`config.mk`:
```
export PLATFORM = sky130hd
export DESIGN_NAME = update_score
export DESIGN_NICKNAME = d
export VERILOG_FILES = /design/src/rtl/score_pkg.sv /design/src/rtl/bcd_digit_addsub.sv /design/src/rtl/update_score.sv
export SDC_FILE = /design/constraint.sdc
export NUM_CORES = 1
export LEC_CHECK = 0
export ABC_AREA = 1
export CAP_MARGIN = 20
export CORE_MARGIN = 4
export CORE_UTILIZATION = 35
export CTS_BUF_LIST = sky130_fd_sc_hd__clkbuf_8
export CTS_CLUSTER_DIAMETER = 50
export DETAILED_ROUTE_END_ITERATION = 12
export GPL_TIMING_DRIVEN = 1
export HOLD_SLACK_MARGIN = 0.06
export SLEW_MARGIN = 30
export SYNTH_ARGS = -nofsm -noshare
export SYNTH_HDL_FRONTEND = slang
export SYNTH_HIERARCHICAL = 1
export SYNTH_SLANG_ARGS = --single-unit
```
`constraint.sdc`:
```
create_clock -name clk -period 12.53 [get_ports clk]
set_input_delay 1.8795 -clock clk [delete_from_list [all_inputs] [get_ports clk]]
set_output_delay 1.8795 -clock clk [all_outputs]
set_load 0.05 [all_outputs]
```
`src/rtl/score_pkg.sv`:
```
`default_nettype none
// ============================================================================
// Module   : score_pkg
// Brief    : Shared packed-BCD score type, limits and nibble sanitiser.
// Revision : 1.0
// ============================================================================
package score_pkg;

    typedef logic [7:0] score_t;

    localparam logic [3:0] BCD_MAX_DIGIT = 4'd9;
    localparam score_t     SCORE_MAX     = 8'h99;

    // Illegal nibbles (A..F) are treated as the largest legal digit.
    function automatic logic [3:0] sanitizeNibble(input logic [3:0] nibble);
        return (nibble > BCD_MAX_DIGIT) ? BCD_MAX_DIGIT : nibble;
    endfunction

endpackage
`default_nettype wire

```
`src/rtl/bcd_digit_addsub.sv`:
```
`default_nettype none
// ============================================================================
// Module   : bcd_digit_addsub
// Brief    : Single-digit BCD adder/subtractor with carry/borrow in and out.
// Revision : 1.0
// ============================================================================
module bcd_digit_addsub (
    input  logic [3:0] i_digit,
    input  logic [3:0] i_operand,
    input  logic       i_sub,
    input  logic       i_carry,
    output logic [3:0] o_digit,
    output logic       o_carry
);

    logic [4:0] w_sum;
    logic [4:0] w_diff;

    assign w_sum  = {1'b0, i_digit} + {1'b0, i_operand} + {4'd0, i_carry};
    assign w_diff = {1'b0, i_digit} - {1'b0, i_operand} - {4'd0, i_carry};

    // Modulo-16 correction by +/-10 folds the raw binary result back into 0..9.
    always_comb begin
        o_digit = 4'd0;
        o_carry = 1'b0;
        if (i_sub) begin
            if (w_diff[4]) begin
                o_digit = w_diff[3:0] + 4'd10;
                o_carry = 1'b1;
            end else begin
                o_digit = w_diff[3:0];
            end
        end else begin
            if (w_sum > 5'd9) begin
                o_digit = w_sum[3:0] - 4'd10;
                o_carry = 1'b1;
            end else begin
                o_digit = w_sum[3:0];
            end
        end
    end

endmodule
`default_nettype wire

```
`src/rtl/update_score.sv`:
```
`default_nettype none
// ============================================================================
// Module   : update_score
// Brief    : Registered packed-BCD score update: hit adds STEP (saturating),
//            miss holds, or decrements when MISS_PENALTY_EN is defined.
// Revision : 1.0
// ============================================================================
module update_score
    import score_pkg::*;
#(
    parameter int     STEP      = 1,
    parameter score_t SAT_VALUE = SCORE_MAX
) (
    input  logic   clk,
    input  logic   rst,
    input  logic   res,
    input  score_t currentScore,
    output score_t nextScore,
    output logic   saturated,
    output logic   bcd_err
);

`ifdef MISS_PENALTY_EN
    localparam logic c_missPenalty = 1'b1;
`else
    localparam logic c_missPenalty = 1'b0;
`endif

    logic [3:0] w_units;
    logic [3:0] w_tens;
    logic       w_bcdErr;
    logic       w_sub;
    logic [3:0] w_unitsOperand;
    logic [3:0] w_unitsOut;
    logic       w_unitsCarry;
    logic [3:0] w_tensOut;
    logic       w_tensCarry;
    score_t     w_result;
    score_t     w_next;
    logic       w_sat;

    score_t     r_nextScore;
    logic       r_saturated;
    logic       r_bcdErr;

    assign w_units  = sanitizeNibble(currentScore[3:0]);
    assign w_tens   = sanitizeNibble(currentScore[7:4]);
    assign w_bcdErr = (currentScore[3:0] > BCD_MAX_DIGIT) || (currentScore[7:4] > BCD_MAX_DIGIT);

    assign w_sub          = ~res & c_missPenalty;
    assign w_unitsOperand = res ? 4'(STEP) : {3'd0, c_missPenalty};

    bcd_digit_addsub u_units (
        .i_digit   (w_units),
        .i_operand (w_unitsOperand),
        .i_sub     (w_sub),
        .i_carry   (1'b0),
        .o_digit   (w_unitsOut),
        .o_carry   (w_unitsCarry)
    );

    bcd_digit_addsub u_tens (
        .i_digit   (w_tens),
        .i_operand (4'd0),
        .i_sub     (w_sub),
        .i_carry   (w_unitsCarry),
        .o_digit   (w_tensOut),
        .o_carry   (w_tensCarry)
    );

    assign w_result = {w_tensOut, w_unitsOut};

    // A tens carry means overflow past 99 on a hit, or a borrow below 00 on a miss.
    always_comb begin
        w_next = w_result;
        w_sat  = 1'b0;
        if (res) begin
            if (w_tensCarry || (w_result > SAT_VALUE)) begin
                w_next = SAT_VALUE;
                w_sat  = 1'b1;
            end
        end else if (w_tensCarry) begin
            w_next = 8'h00;
        end
    end

    always_ff @(posedge clk) begin
        if (rst) begin
            r_nextScore <= 8'h00;
            r_saturated <= 1'b0;
            r_bcdErr    <= 1'b0;
        end else begin
            r_nextScore <= w_next;
            r_saturated <= w_sat;
            r_bcdErr    <= w_bcdErr;
        end
    end

    assign nextScore = r_nextScore;
    assign saturated = r_saturated;
    assign bcd_err   = r_bcdErr;

endmodule
`default_nettype wire

```
Word level (Yosys, flattened, before mapping)
Cells that the tools add are included.
W data, S select, Z words.
{ "totals": {"regBits": 10, "inputBits": 11, "out_inout_bits": 10} }
{ "op_classes": {"addsub": 4, "magnitude_cmp": 5, "muxes": 11, "bitwise_logic": 1, "reduce_logical": 3} }
{ "ops": {"columns": ["cell", "count"], "rows": [
  ["$mux W8", 3],
  ["$mux W4", 4],
  ["$add A4 B1 Y5", 2],
  ["$gt A5 B4 Y1 const B", 2],
  ["$gt A4 B4 Y1 const B", 2],
  ["$gt A8 B8 Y1 const B", 1],
  ["$sub A4 B4 Y4 const B", 2],
  ["$mux W1", 4],
  ["$logic_or A1 B1 Y1", 2],
  ["$reduce_or A2 Y1", 1],
  ["$not A1 Y1", 1]
]} }

Logic depth before layout (Yosys ltp)
{ "logic_depth": {"depth_word": 12, "ltp_mapped": 35, "depth_no_buf": 35} }

Modules after synthesis
Netlist, hierarchy kept.
{ "modules_own_cells": {"columns": ["module", "n_inst", "cells_per_inst", "area_each_um2", "seq_area_each_um2"], "rows": [
  ["bcd_digit_addsub", 2, 110, 621.8, 0.0],
  ["update_score", 1, 59, 404.1, 200.2]
]} }

Worst setup path after synthesis
OpenSTA, ideal clock, no wires.
{ "synth_path": {"path_kind": "input to register", "from": "input port currentScore[2]", "to": "register r_nextScore[0], in the netlist nextScore[0]", "setup_time_ns": 0.115, "arrival_time_ns": 6.042, "required_ns": 12.415, "path_slack_ns": 6.373, "cell_stages": 33, "n_path_buf": 0, "path_cell_list": "o21ai_0 > nand2_1 > fa_1 > fa_1 > inv_1 > nand2_1 > nand2_2 > ha_1 > inv_1 > nor2_1 > a21oi_2 > nand2_1 > nand2_2 > nand2_1 > o21ai_0 > fa_1 > fa_1 > inv_1 > ha_1 > inv_1 > nor2_1 > a21oi_2 > nand2_1 > nand2_2 > nand2_1 > nand3_1 > nand2_1 > nor2_1 > nand2_1 > nand2_1 > nand2_1 > nand2_2 > nand2_1"} }
{ "synth_between": {"elab_chain_cells": 12} }
{ "synth_rtl": {"columns": ["item", "line", "rtl"], "rows": [
  ["from (decl)", "update_score.sv:17", "input score_t currentScore,"],
  ["$gt A4 B4 Y1 *", "score_pkg.sv:16", "return (nibble > BCD_MAX_DIGIT) ? BCD_MAX_DIGIT : nibble;"],
  ["$mux W4 *", "score_pkg.sv:16", null],
  ["net w_units[0]", "update_score.sv:29", "logic [3:0] w_units;"],
  ["$add A4 B1 Y5 *", "bcd_digit_addsub.sv:19", "assign w_sum = {1'b0, i_digit} + {1'b0, i_operand} + {4'd0, i_carry};"],
  ["$gt A5 B4 Y1 *", "bcd_digit_addsub.sv:34", "if (w_sum > 5'd9) begin"],
  ["$mux W1 *", "bcd_digit_addsub.sv:34", null],
  ["net w_unitsCarry", "update_score.sv:35", "logic w_unitsCarry;"],
  ["$add A4 B1 Y5 *", "bcd_digit_addsub.sv:19", null],
  ["$sub A4 B4 Y4 / $gt A5 B4 Y1 (equally long branches)", "bcd_digit_addsub.sv:35, bcd_digit_addsub.sv:34", null],
  ["$mux W4 *", "bcd_digit_addsub.sv:34", null],
  ["net w_tensOut[2]", "update_score.sv:36", "logic [3:0] w_tensOut;"],
  ["$gt A8 B8 Y1 *", "update_score.sv:78", "if (w_tensCarry || (w_result > SAT_VALUE)) begin"],
  ["$logic_or A1 B1 Y1 *", "update_score.sv:78", null],
  ["$mux W8 *", "update_score.sv:78", null],
  ["$mux W8 *", "update_score.sv:77", "if (res) begin"],
  ["to (signal assigned)", "update_score.sv:93", "r_nextScore <= w_next;"],
  ["to (decl)", "update_score.sv:42", "score_t r_nextScore;"]
]} }
Mark *: on every way through the listed nets, which the timed path passes. The rest lies on a longest branch.
A chain may end at the register's enable or synchronous reset.

Worst setup path after layout
{ "layout_path": {"from": "input port currentScore[2]", "to": "register r_nextScore[4], in the netlist nextScore[4]"} }
The elaborated chain is that of the path after synthesis.

==> metrics.txt <==
Antenna Nets Post-Route=0; postcts setup bufs=0; slowest stage delay, CP=0.56 ns; Design Area, Final=0.00205 mm2; arrival time worst endpoint=6.93 ns; Post-Syn Area=0.00165 mm2; FP Rows=24; number of unique standard cell types used by synthesis=19; antenna violations before repair=0; CP Capture Type=flip-flop; Die Y=76.6 um; DR vias=1577; Internal Power=116 uW; most frequent cell on the critical path=nand2_1; Filler cells=496; first-pass GRT wire length=5.62 mm; layout cells sized above 1=4.91%; Synthesis Warnings=6; CTS Buffer Depth=2; Max FO, Critical Path=5; Tmin final=6.81 ns; WS Path Type=in -> reg; fmax=147 MHz; Synth Instances=279; delay-heaviest family, CP=adder cells; CTS Buf Count=3; Resized cells post-CTS=0; area delta synth->final=24.7%; CP Launch Type=primary input; Sw Pwr=102 uW; Placement Cell Area=0.00200 mm2; initial core utilization=37.1%; area occupied by multi-input gates=0.00130 mm2; Hold WS=2.32 ns; Mean Syn Cell Area=5.91 um2; Lkg Pwr=0.00119 uW; gr ovfl total=0; clock tree from TritonCTS=yes; I/O Buffers=20; WL final=3.13 mm; GP Congestion=0.806; Net Sw Frac=46.8%; setup TNS=0 ns; sequential power share=17.7%; Worst Path Required=12.65 ns; Ant. Diodes=0; Slew headroom=66.7%; vias in the first global route=1408; clock sink count=10; largest net degree at the start of global routing=9; post-synthesis sequential area ratio=12.1%; core box area=0.00444 mm2; Slew @ Worst Pin=0.498 ns; DRC viols=0; CTS Hold Bufs=0; final setup vio count=0; Worst-path clk slew=0.05 ns; Avg Vias per Cell=4.17; Reg area=200 um2; status=complete, no violations; Yosys top cell area share=22.8%; DR iter-0 viols=49; DP HPWL=2.78 mm; final hold violations=0; Post-layout nets=368; post-synthesis register bit count=10; worst setup margin=5.72 ns; max-slew violation count=0; WP buf/inv=5; clock power share=18.3%; DIE AREA=0.00587 mm2; gr usage total=11.1%; io pins=21; top post-synthesis cells by area=nand2_1 23%, ha_1 17%, inv_1 14%; Root Driver=clkbuf_8; P per Cell Area=106 mW/mm2; Max Cap Viol=0; die width=76.6 um; H-Tree Depth=1; HP Class=in -> reg; pre-CTS setup slack=5.49 ns; IR drop worst, VDD=0.0000502 V; RSZ-0062 raised after global routing=no; area leader, netlist=nand2_1; Comb power frac=64.0%; crit share post-route=54.4%; drt first pass iters=4; CP max-delay cell=fa_1; WL/cell=8.29 um
==> metal layers <==
metal / vias up / global-route usage, % / wire length [um] / part of all wire (%)
met4: 0 / 3.62 / 46 / 1.5
met3: 4 / 1.18 / 113 / 3.6
li1: 901 / - / - / -
met1: 639 / 16.0 / 1710 / 54
met2: 33 / 17.3 / 1270 / 40
met5: - / 0 / 0 / 0
==> through the flow <==
| step | power (uW) | instances | utilization (%) |
|---|---|---|---|
| floorplan | 147 | 304 | - |
| finish | 218 | 378 | 46.2 |
| global route | 242 | 378 | 46.2 |
| global placement | 177 | 374 | 45.0 |
| CTS | 219 | 378 | 46.2 |
| detailed placement | 178 | 374 | 45.0 |
==> sequential cells by signal, indices dropped and copies added, names as in the netlist <==
| name | cells |
|---|---|
| bcd_err | 1 |
| nextScore | 8 |
| saturated | 1 |
==> Yosys cell counts <==
master and count:
nor2_1 12, o21ai_0 8, or2_1 2, and2_1 2, conb_1 1, nor3_1 2
nor2_2 1, inv_1 62, nand2_1 100, o21bai_1 2, dfxtp_1 10, xnor2_1 2
clkbuf_1 2, a21oi_1 5, ha_1 22, nand3_1 27, fa_1 8, a21oi_2 2
nand2_2 9
==> power by group through the flow <==
stage,combinational [uW],sequential (uW),clock (uW)
detailed placement,139,39.4,0
floorplan,88.2,59.1,0
finish,140,38.6,39.9
global placement,138,39.4,0
global route,160,39.1,43.3
CTS,140,38.7,40.8
==> cell usage in the layout, fill, tap and decap left out, drive strengths merged, types with 8 or more instances in the layout <==
cell / count
nand2: 109
inv: 62
nand3: 27
conb: 26
ha: 22
clkdlybuf4s50: 20
nor2: 13
dfxtp: 10
o21ai: 8
fa: 8
==> area by class of cell <==
| cell class | count | area share, % |
|---|---|---|
| sequential | 10 | 9.74 |
| clock buffer | 4 | 2.68 |
| multi-input combinational | 230 | 63.3 |
| timing repair buffer | 20 | 9.74 |
| tap | 52 | 3.17 |
| inverter | 62 | 11.3 |
==> final timing paths <==
check,from,endpoint,slack (ns),depth (start not counted)
min,rst,bcd_err,2.32,2
max,currentScore[2],nextScore[4],5.72,34
==> kinds of logic (layout without fill, tap and decap cells) <==
logic type | count (synthesis) | in the layout | share of synthesized area, %
AOI/OAI and AO/OA | 17 | 17 | 5.92
xor gates and xnor gates | 2 | 2 | 1.06
adders and majority gates | 30 | 30 | 26.4
buffers and inverters | 64 | 86 | 14.6
DFF | 10 | 10 | 12.1
other | 1 | 26 | 0.228
and+or+nand+nor | 155 | 155 | 39.6
(Power assumes the default switching activity.)
